===== config.mk =====
export PLATFORM = sky130hd
export DESIGN_NAME = branch_target_predictor
export DESIGN_NICKNAME = d
export VERILOG_FILES = /design/src/rtl/branch_target_predictor_pkg.sv /design/src/rtl/branch_target_predictor_sat_counter.sv /design/src/rtl/branch_target_predictor.sv
export SDC_FILE = /design/constraint.sdc
export NUM_CORES = 2
export LEC_CHECK = 0
export ABC_AREA = 1
export BUFFER_PORTS_ARGS = -buffer_cell sky130_fd_sc_hd__buf_2
export CAP_MARGIN = 20
export CORE_AREA = 10 10 379 381
export CTS_CLUSTER_SIZE = 25
export DETAILED_ROUTE_END_ITERATION = 12
export DIE_AREA = 0 0 389 391
export GPL_ROUTABILITY_DRIVEN = 0
export HOLD_SLACK_MARGIN = 0.05
export SETUP_SLACK_MARGIN = 0.5
export SLEW_MARGIN = 20
export SYNTH_ARGS = -nofsm -noshare
export SYNTH_HDL_FRONTEND = slang
export SYNTH_SLANG_ARGS = --single-unit
export TNS_END_PERCENT = 50

===== constraint.sdc =====
create_clock -name clk -period 52.1 [get_ports clk]
set_input_delay 15.63 -clock clk [delete_from_list [all_inputs] [get_ports clk]]
set_output_delay 15.63 -clock clk [all_outputs]
set_load 0.02 [all_outputs]

===== src/rtl/branch_target_predictor_pkg.sv =====
// Shared sizing helpers and constants for the branch target predictor.
// Combinational constant functions only, no state.
// No flow control; consumed at elaboration time.
package branch_target_predictor_pkg;

    // Sequential fetch advances one 32-bit instruction word
    localparam int PC_INC = 4;

    function automatic int idx_width(input int entries);
        return $clog2(entries);
    endfunction

    // pc[1:0] is dropped and the index consumes the next IDX_W bits
    function automatic int tag_width(input int pc_w, input int entries);
        return pc_w - $clog2(entries) - 2;
    endfunction

    // Weakly-not-taken: the counter value just below the taken threshold
    function automatic int wnt_val(input int ctr_w);
        return (1 << (ctr_w - 1)) - 1;
    endfunction

    // Weakly-taken: the lowest counter value with the MSB set
    function automatic int wt_val(input int ctr_w);
        return 1 << (ctr_w - 1);
    endfunction

endpackage


===== src/rtl/branch_target_predictor_sat_counter.sv =====
// Saturating up/down counter with synchronous load and async reset value.
// Value updates one cycle after en/init; output is the registered value.
// No backpressure; inc and dec together hold the value.
module sat_counter #(
    parameter int             W       = 2,
    parameter logic [W-1:0]   RST_VAL = '0
) (
    input  logic         clk,
    input  logic         rst,
    input  logic         en,
    input  logic         inc,
    input  logic         dec,
    input  logic         init,
    input  logic [W-1:0] init_val,
    output logic [W-1:0] value
);

    localparam logic [W-1:0] MAX_VAL = '1;

    // Load takes priority over counting; counting sticks at either end
    always_ff @(posedge clk or posedge rst) begin
        if (rst) begin
            value <= RST_VAL;
        end else if (init) begin
            value <= init_val;
        end else if (en) begin
            if (inc && !dec && value != MAX_VAL) begin
                value <= value + W'(1);
            end else if (dec && !inc && value != '0) begin
                value <= value - W'(1);
            end
        end
    end

endmodule


===== src/rtl/branch_target_predictor.sv =====
// Direct-mapped BTB with per-entry direction counters, trained from ID.
// Lookup and mispredict are zero-latency; table/stats update at the next edge.
// No backpressure; lookup_en only gates the lookup statistic.
module branch_target_predictor
    import branch_target_predictor_pkg::*;
#(
    parameter int ENTRIES = 16,
    parameter int PC_W    = 32,
    parameter int CTR_W   = 2,
    parameter int STAT_W  = 16
) (
    input  logic              clk,
    input  logic              reset,
    input  logic [PC_W-1:0]   pc_if,
    input  logic              lookup_en,
    output logic              pred_hit,
    output logic              pred_taken,
    output logic [PC_W-1:0]   pred_next_pc,
    input  logic              upd_valid,
    input  logic [PC_W-1:0]   upd_pc,
    input  logic              upd_is_branch,
    input  logic              upd_taken,
    input  logic [PC_W-1:0]   upd_target,
    input  logic              upd_pred_taken,
    input  logic [PC_W-1:0]   upd_pred_target,
    output logic              mispredict,
    output logic [STAT_W-1:0] stat_lookups,
    output logic [STAT_W-1:0] stat_mispredicts
);

    localparam int IDX_W = idx_width(ENTRIES);
    localparam int TAG_W = tag_width(PC_W, ENTRIES);
    localparam logic [CTR_W-1:0] CTR_WNT = CTR_W'(wnt_val(CTR_W));
    localparam logic [CTR_W-1:0] CTR_WT  = CTR_W'(wt_val(CTR_W));

    typedef struct packed {
        logic              valid;
        logic [TAG_W-1:0]  tag;
        logic [PC_W-1:0]   target;
        logic [CTR_W-1:0]  ctr;
    } entry_t;

    entry_t            tbl      [ENTRIES];
    logic              valid_q  [ENTRIES];
    logic [TAG_W-1:0]  tag_q    [ENTRIES];
    logic [PC_W-1:0]   target_q [ENTRIES];
    logic [CTR_W-1:0]  ctr_q    [ENTRIES];

    // Fetch-side lookup straight from the registered table
    logic [IDX_W-1:0] if_idx;
    logic [TAG_W-1:0] if_tag;
    entry_t           if_ent;

    assign if_idx       = pc_if[IDX_W+1:2];
    assign if_tag       = pc_if[PC_W-1:IDX_W+2];
    assign if_ent       = tbl[if_idx];
    assign pred_hit     = if_ent.valid && (if_ent.tag == if_tag);
    assign pred_taken   = pred_hit && if_ent.ctr[CTR_W-1];
    assign pred_next_pc = pred_taken ? if_ent.target : pc_if + PC_W'(PC_INC);

    // ID-side resolution: classify the update against the current entry
    logic [IDX_W-1:0] upd_idx;
    logic [TAG_W-1:0] upd_tag;
    entry_t           upd_ent;
    logic             upd_hit;
    logic             actual_taken;
    logic             do_train;
    logic             do_alloc;
    logic             do_inval;

    assign upd_idx      = upd_pc[IDX_W+1:2];
    assign upd_tag      = upd_pc[PC_W-1:IDX_W+2];
    assign upd_ent      = tbl[upd_idx];
    assign upd_hit      = upd_ent.valid && (upd_ent.tag == upd_tag);
    assign actual_taken = upd_is_branch && upd_taken;
    assign do_train     = upd_valid && upd_is_branch && upd_hit;
    assign do_alloc     = upd_valid && actual_taken && !upd_hit;
    // A non-branch hitting means the entry aliases a stale branch; drop it
    assign do_inval     = upd_valid && !upd_is_branch && upd_hit;

    assign mispredict = upd_valid &&
                        ((upd_pred_taken != actual_taken) ||
                         (actual_taken && (upd_pred_target != upd_target)));

    for (genvar i = 0; i < ENTRIES; i++) begin : g_entry
        logic sel;
        assign sel = (upd_idx == IDX_W'(i));

        sat_counter #(
            .W       (CTR_W),
            .RST_VAL (CTR_WNT)
        ) u_ctr (
            .clk      (clk),
            .rst      (reset),
            .en       (sel && do_train),
            .inc      (upd_taken),
            .dec      (!upd_taken),
            .init     (sel && do_alloc),
            .init_val (CTR_WT),
            .value    (ctr_q[i])
        );

        // Entry valid/tag/target: allocate on taken miss, retarget on taken hit, drop on alias
        always_ff @(posedge clk or posedge reset) begin
            if (reset) begin
                valid_q[i]  <= 1'b0;
                tag_q[i]    <= '0;
                target_q[i] <= '0;
            end else if (sel) begin
                if (do_alloc) begin
                    valid_q[i]  <= 1'b1;
                    tag_q[i]    <= upd_tag;
                    target_q[i] <= upd_target;
                end else if (do_train && upd_taken) begin
                    target_q[i] <= upd_target;
                end else if (do_inval) begin
                    valid_q[i]  <= 1'b0;
                end
            end
        end

        assign tbl[i] = '{valid: valid_q[i], tag: tag_q[i], target: target_q[i], ctr: ctr_q[i]};
    end

    sat_counter #(
        .W       (STAT_W),
        .RST_VAL ('0)
    ) u_stat_lookups (
        .clk      (clk),
        .rst      (reset),
        .en       (lookup_en),
        .inc      (1'b1),
        .dec      (1'b0),
        .init     (1'b0),
        .init_val ('0),
        .value    (stat_lookups)
    );

    sat_counter #(
        .W       (STAT_W),
        .RST_VAL ('0)
    ) u_stat_mispredicts (
        .clk      (clk),
        .rst      (reset),
        .en       (mispredict),
        .inc      (1'b1),
        .dec      (1'b0),
        .init     (1'b0),
        .init_val ('0),
        .value    (stat_mispredicts)
    );

endmodule

* After elaboration in Yosys (flattened, before gate mapping) *
Index checks and enable logic that the tools add are counted.

word-level totals
  bits in registers = 1,008
  bits of input ports = 135
  output and inout bits = 67
  word-level logic and storage cells = 417

cells by class
  add/subtract/negate cells = 35
  magnitude comparators = 2
  equality and inequality tests = 38
  multiplexer cells = 76
  bitwise gates (word level) = 2
  reductions and logical operators = 198

operator list
  kind                                                      number
  binary-select mux 61 bit (select 4 bit)                   2
  two-way mux 61 bit                                        4
  two-way mux 2 bit                                         64
  AND reduction 2 bit                                       50
  two-way mux 32 bit                                        3
  logical AND 1 bit                                         77
  nonzero test 2 bit                                        34
  equality test 26 bit                                      2
  AND reduction 3 bit                                       16
  nonzero test 3 bit                                        16
  inequality test 2 bit, second input constant              17
  adder 16 x 1 -> 16 bit, second input constant             2
  adder 2 x 1 -> 2 bit, second input constant               16
  adder 32 x 3 -> 32 bit, second input constant             1
  equality test 4 bit, second input constant                8
  inequality test 16 bit, second input constant             2
  inequality test 32 bit                                    1
  subtractor 2 x 1 -> 2 bit, second input constant          16
  equality test 4 x 3 -> 1 bit, second input constant       4
  greater-or-equal comparator 5 bit, second input constant  2
  inverter 4 -> 5 bit                                       2
  equality test 4 x 2 -> 1 bit, second input constant       2
  equality test 4 x 1 -> 1 bit, second input constant       1
  logical NOT 4 bit                                         1
  other kinds (4)                                           8

* Logic depth before layout (Yosys ltp) *
  word-level depth = 11
  mapped depth = 24
  gate-level depth less buffers = 20

* Cells and area by module *
Synthesis repeated with hierarchy kept, for this count alone.

second synthesis, totals
  cell total of the unflattened synthesis = 7,977
  area, all modules = 56,228.9 um^2

modules (own cells, without submodules)
  module                               times used  cells an instance  area an instance (um^2)
  branch_target_predictor              1           6,815              49,480.0
  sat_counter at u_stat_lookups ...    2           325                1,953.1
  sat_counter at g_entry[0].u_ctr ...  16          32                 177.7

* Worst setup path after synthesis *
Ideal clock, no wire load.

  path kind = input -> output
  from = input port pc_if[2]
  to = output port pred_next_pc[12]
  arrival time = 17.990 ns
  slack = 18.480 ns
  cell stages on the path = 17
  cells stage by stage = buf_4 inv_4 buf_2 buf_6 buf_2 o21ai_1 o21ai_0 o211ai_1 nand2_1 nand2_1 nand2_1 nor2_1 nand3_1 nor2_2 nand2_2 clkbuf_1 o21ai_1

between the ends
  cells in the longest elaborated chain, start to end = 8
  elaborated cells on any way between the ends = 9
  those cells by class = add/sub: 1; eq/ne: 1; mux: 4; bitwise: 1; reduce/logical: 2

ends and longest elaborated chain
  what                                                      RTL line                       source
  from (decl)                                               branch_target_predictor.sv:14  input logic [PC_W-1:0] pc_if,
  inverter 4 -> 5 bit (implied by the code) *               branch_target_predictor.sv:56  assign if_ent = tbl[if_idx];
  binary-select mux 61 bit (select 4 bit) *                 branch_target_predictor.sv:56
  two-way mux 61 bit (implied by the code) * (2 in series)  branch_target_predictor.sv:56
  equality test 26 bit                                      branch_target_predictor.sv:57  assign pred_hit = if_ent.valid && (if_ent.tag == if_tag);
  logical AND 1 bit *                                       branch_target_predictor.sv:57
  via pred_hit                                              branch_target_predictor.sv:16  output logic pred_hit,
  logical AND 1 bit *                                       branch_target_predictor.sv:58  assign pred_taken = pred_hit && if_ent.ctr[CTR_W-1];
  two-way mux 32 bit *                                      branch_target_predictor.sv:59  assign pred_next_pc = pred_taken ? if_ent.target : pc_if + PC_W'(PC_INC);
  to (decl)                                                 branch_target_predictor.sv:18  output logic [PC_W-1:0] pred_next_pc,

Mark *: on every way through the listed nets, which the timed path passes. The rest lies on a longest branch. The select of a mux whose other input is x is not followed.

* Final worst setup path *
  from = input port pc_if[2]
  to = output port pred_next_pc[28]

between the ends
  cells in the longest elaborated chain, start to end = 8
  elaborated cells on any way between the ends = 9
  those cells by class = add/sub: 1; eq/ne: 1; mux: 4; bitwise: 1; reduce/logical: 2

ends and longest elaborated chain
  what                                                    RTL line
  inverter 4 -> 5 bit (implied by the code)               branch_target_predictor.sv:56
  binary-select mux 61 bit (select 4 bit)                 branch_target_predictor.sv:56
  two-way mux 61 bit (implied by the code) (2 in series)  branch_target_predictor.sv:56
  equality test 26 bit                                    branch_target_predictor.sv:57
  logical AND 1 bit                                       branch_target_predictor.sv:57
  logical AND 1 bit                                       branch_target_predictor.sv:58
  two-way mux 32 bit *                                    branch_target_predictor.sv:59

Every way passes the cells marked *; elsewhere a longest branch is shown, timed or not. The select of a mux whose other input is x is not followed.

==> impl_metrics.env <==
export IMPL_outcome="finished clean"
export IMPL_die_area_um2=152100
export IMPL_avgRoutedWirePerCell_um=21.53
export IMPL_yosysUniqueCellTypes=44
export IMPL_ys_ff_latch=1008
export IMPL_num_vias=50899
export IMPL_grt_overflow=0
export IMPL_holdBufCountCts=0
export IMPL_leakagePower_nw=28.63
export IMPL_fp_dieH_um=391
export IMPL_dp_slack_ns=15.33
export IMPL_synth_top_family_by_area="simple AND/OR/NAND/NOR gates"
export IMPL_path_max_fanout=190
export IMPL_syn_area_per_cell_um2=7.246
export IMPL_worstPathArrival_ns=21.46
export IMPL_cts_root_buf="clkbuf_16"
export IMPL_crit_family="buffers and inverters"
export IMPL_seq_area_um2=25240
export IMPL_setup_worst_path_class="in -> out"
export IMPL_final_max_slew_viol_count=0
export IMPL_design_area_um2=59410
export IMPL_antenna_found_initial=22
export IMPL_cts_clk_slew_worst_paths_ns=0.06
export IMPL_grt_pass1_vias=46656
export IMPL_vdd_drop_max_uv=27.55
export IMPL_async_flop_share=1.000
export IMPL_synth_fa_ha_area_frac=0.0006945
export IMPL_hold_viol=0
export IMPL_period_share=0.7119
export IMPL_crit_path_max_incr_delay_ns=0.78
export IMPL_numCtsBuffers=115
export IMPL_synthCells=7458
export IMPL_r2r_start="tag_q[228]$_DFFE_PP0P_"
export IMPL_min_to="target_q[479]$_DFFE_PP0P_"
export IMPL_finalSetupTns_ns=0
export IMPL_synthTopCellsByCount="nand2_1 (2372), o21ai_0 (1219), dfrtp_1 (992)"
export IMPL_viasPerCell=5.523
export IMPL_core_area_um2=136300
export IMPL_htree_levels=3
export IMPL_min_delay_path_class="reg -> reg"
export IMPL_port_buffers=199
export IMPL_synth_most_common_cell="nand2_1"
export IMPL_hpwlAfterDp_um=115200
export IMPL_path_common_cell="nand2_1"
export IMPL_synth_compound_area_frac=0.1901
export IMPL_yosysTopAreaCell="dfrtp_1"
export IMPL_nFillCells=13810
export IMPL_crit_required_ns=36.47
export IMPL_grt_max_degree=191
export IMPL_syn_nets=7596
export IMPL_reg2regPathDepth=15
export IMPL_first_pass_iters=8
export IMPL_synth_mux_area_frac=0
export IMPL_finalWirelength_um=198400
export IMPL_tritoncts="yes"
export IMPL_placed_area_um2=55510
export IMPL_ctsResizeCount=0
export IMPL_die_x_um=389
export IMPL_clock_latency_ns=0.76
export IMPL_reg2reg_to="tag_q[241]$_DFFE_PP0P_"
export IMPL_synth_area_leaders="dfrtp_1 (46%), nand2_1 (16%), o21ai_0 (11%)"
export IMPL_setup_ws_ns=15.01
export IMPL_ant_nets=0
export IMPL_crit_path_end_kind="primary output"
export IMPL_cts_setup_buffers=0
export IMPL_power_density_nw_per_um2=36.45
export IMPL_post_route_min_period_ns=37.09
export IMPL_instances_no_fill=9215
export IMPL_synth_edf_count=0
export IMPL_setup_viol=0
export IMPL_cts_sinks=1008
export IMPL_hp_start="target_q[479]$_DFFE_PP0P_"
export IMPL_netlist_area_leader_share=0.4593
export IMPL_ys_seq_area_frac=0.4671
export IMPL_num_nets_final=7453
export IMPL_drt_iter0_markers=6203
export IMPL_drc_errors=0
export IMPL_grt_pass1_wl_um=297500
export IMPL_dp_cells=8990
export IMPL_ys_flop_type="dfrtp_1"
export IMPL_crit_buf_inv=6
export IMPL_start_util=0.3965
export IMPL_synth_xor_area_frac=0.01232
export IMPL_cp_start_kind="input pin"
export IMPL_fmax_mhz=26.96
export IMPL_relSlewSlack=0.1470
export IMPL_drive_gt1_frac=0.07373
export IMPL_grt_total_usage=0.2531
export IMPL_worstHoldPathCells=2
export IMPL_tightest_slew_ns=1.280
export IMPL_cp_slowest_cell="buf_4"
export IMPL_path_cells="buf_8 -> inv_16 -> buf_4 -> buf_4 -> a21oi_1 -> o21ai_0 -> nand2_1 -> nand2_1 -> nand2_1 -> inv_1 -> nand2_1 -> nand2_1 -> nand2_1 -> nor2_1 -> nand2_1 -> nor2_1 -> nand2_1 -> nor2_2 -> nand2_2 -> o21ai_1 -> buf_2"
export IMPL_syn_area_um2=54040
export IMPL_placementRows=136
export IMPL_yosys_area_share_simple=0.2524
export IMPL_final_core_util=0.4359
export IMPL_yosysWarnings=0
export IMPL_cts_buffer_depth=3
export IMPL_reg2reg_slack_ns=48.24
export IMPL_rsz0062_at_grt="false"
export IMPL_area_growth_pct=9.930
export IMPL_maxCapViolations=0
export IMPL_multi_input_area_um2=24700
export IMPL_skew_ns=0.06852
export IMPL_io_pins=202
==> stage by stage <==
| stage | hold slack (ns) | total power, mW |
|---|---|---|
| after global placement | 0.4589 | 1.332 |
| after CTS | 0.4823 | 2.175 |
| after global routing | 0.4923 | 2.276 |
| after detailed placement | 0.4610 | 1.344 |
| final | 0.4768 | 2.165 |
| after floorplan | 0.4417 | 1.231 |
==> layout by cell type, fill, tap and decap left out, types with 25 or more instances in the layout <==
cell type     n
nand4_1      62
clkinv_2     25
inv_1       421
o211ai_1     91
o221ai_1     30
nand2_1    2372
nand3_1     198
o21ai_1     247
xor2_1       52
clkbuf_16   115
buf_4        72
o21ai_0    1219
dfrtp_1     992
clkbuf_1     29
buf_2       194
nor2_1      725
a21oi_1     308
==> report_power, final <==
part           internal [mW]  switching, mW  total [mW]  leakage (nW)
clock                  0.479          0.351       0.830          1.88
sequential             0.902         0.0706       0.973          13.0
combinational          0.121          0.242       0.363          13.7
total                   1.50          0.663        2.17          28.6
==> cell families after synthesis <==
logic type      count (synthesis)
simple gates                 3444
compound gates               1950
flops                        1008
buf+inv                       977
xor+xnor                       76
fa+ha+maj                       3
==> how the worst max path moves through the flow <==
stage | from | to | slack (ns) | cells past startpoint
finish | pc_if[2] | pred_next_pc[28] | 15.01 | 21
global route | pc_if[2] | pred_next_pc[28] | 14.70 | 19
CTS | pc_if[2] | pred_next_pc[28] | 15.33 | 19
detailed placement | pc_if[2] | pred_next_pc[28] | 15.33 | 17
global placement | pc_if[2] | pred_next_pc[28] | 15.33 | 21
floorplan | reset | g_entry[0].u_ctr.value[1]$_DFFE_PP0P_ | 8.13 | 1
==> worst reg2reg max path: cells and delay by family, from the launching register on <==
family,cells,cell delay [ns]
buffers and inverters,1,0.58
flip-flops,1,0.39
AO/OA/AOI/OAI,2,0.72
AND/OR/NAND/NOR,12,1.98
==> area by class of cell <==
cell class              instances  area share
well taps                    1794     0.03778
clock inverters                40    0.008782
clock buffers                 167     0.05560
diodes                         16   0.0006739
multi-input cells            5473      0.4158
flip-flops and latches       1008      0.4249
inverters                     441     0.02843
repair buffers                276     0.02801
==> metal layers <==
metal,share of wire,wire length [um],vias up,track usage
li1,-,-,23956,-
met1,0.42,83950,24270,0.3456
met2,0.44,88260,2237,0.3942
met3,0.091,18040,428,0.04594
met4,0.041,8132,8,0.1051
met5,0.00029,58,-,0
==> flip-flops by register name (all words and copies together) (netlist names) <==
name	count
target_q	512
g_entry.u_ctr.value	32
u_stat_mispredicts.value	16
u_stat_lookups.value	16
tag_q	416
tbl	16
No activity file was read; power rests on OpenSTA's default activity.
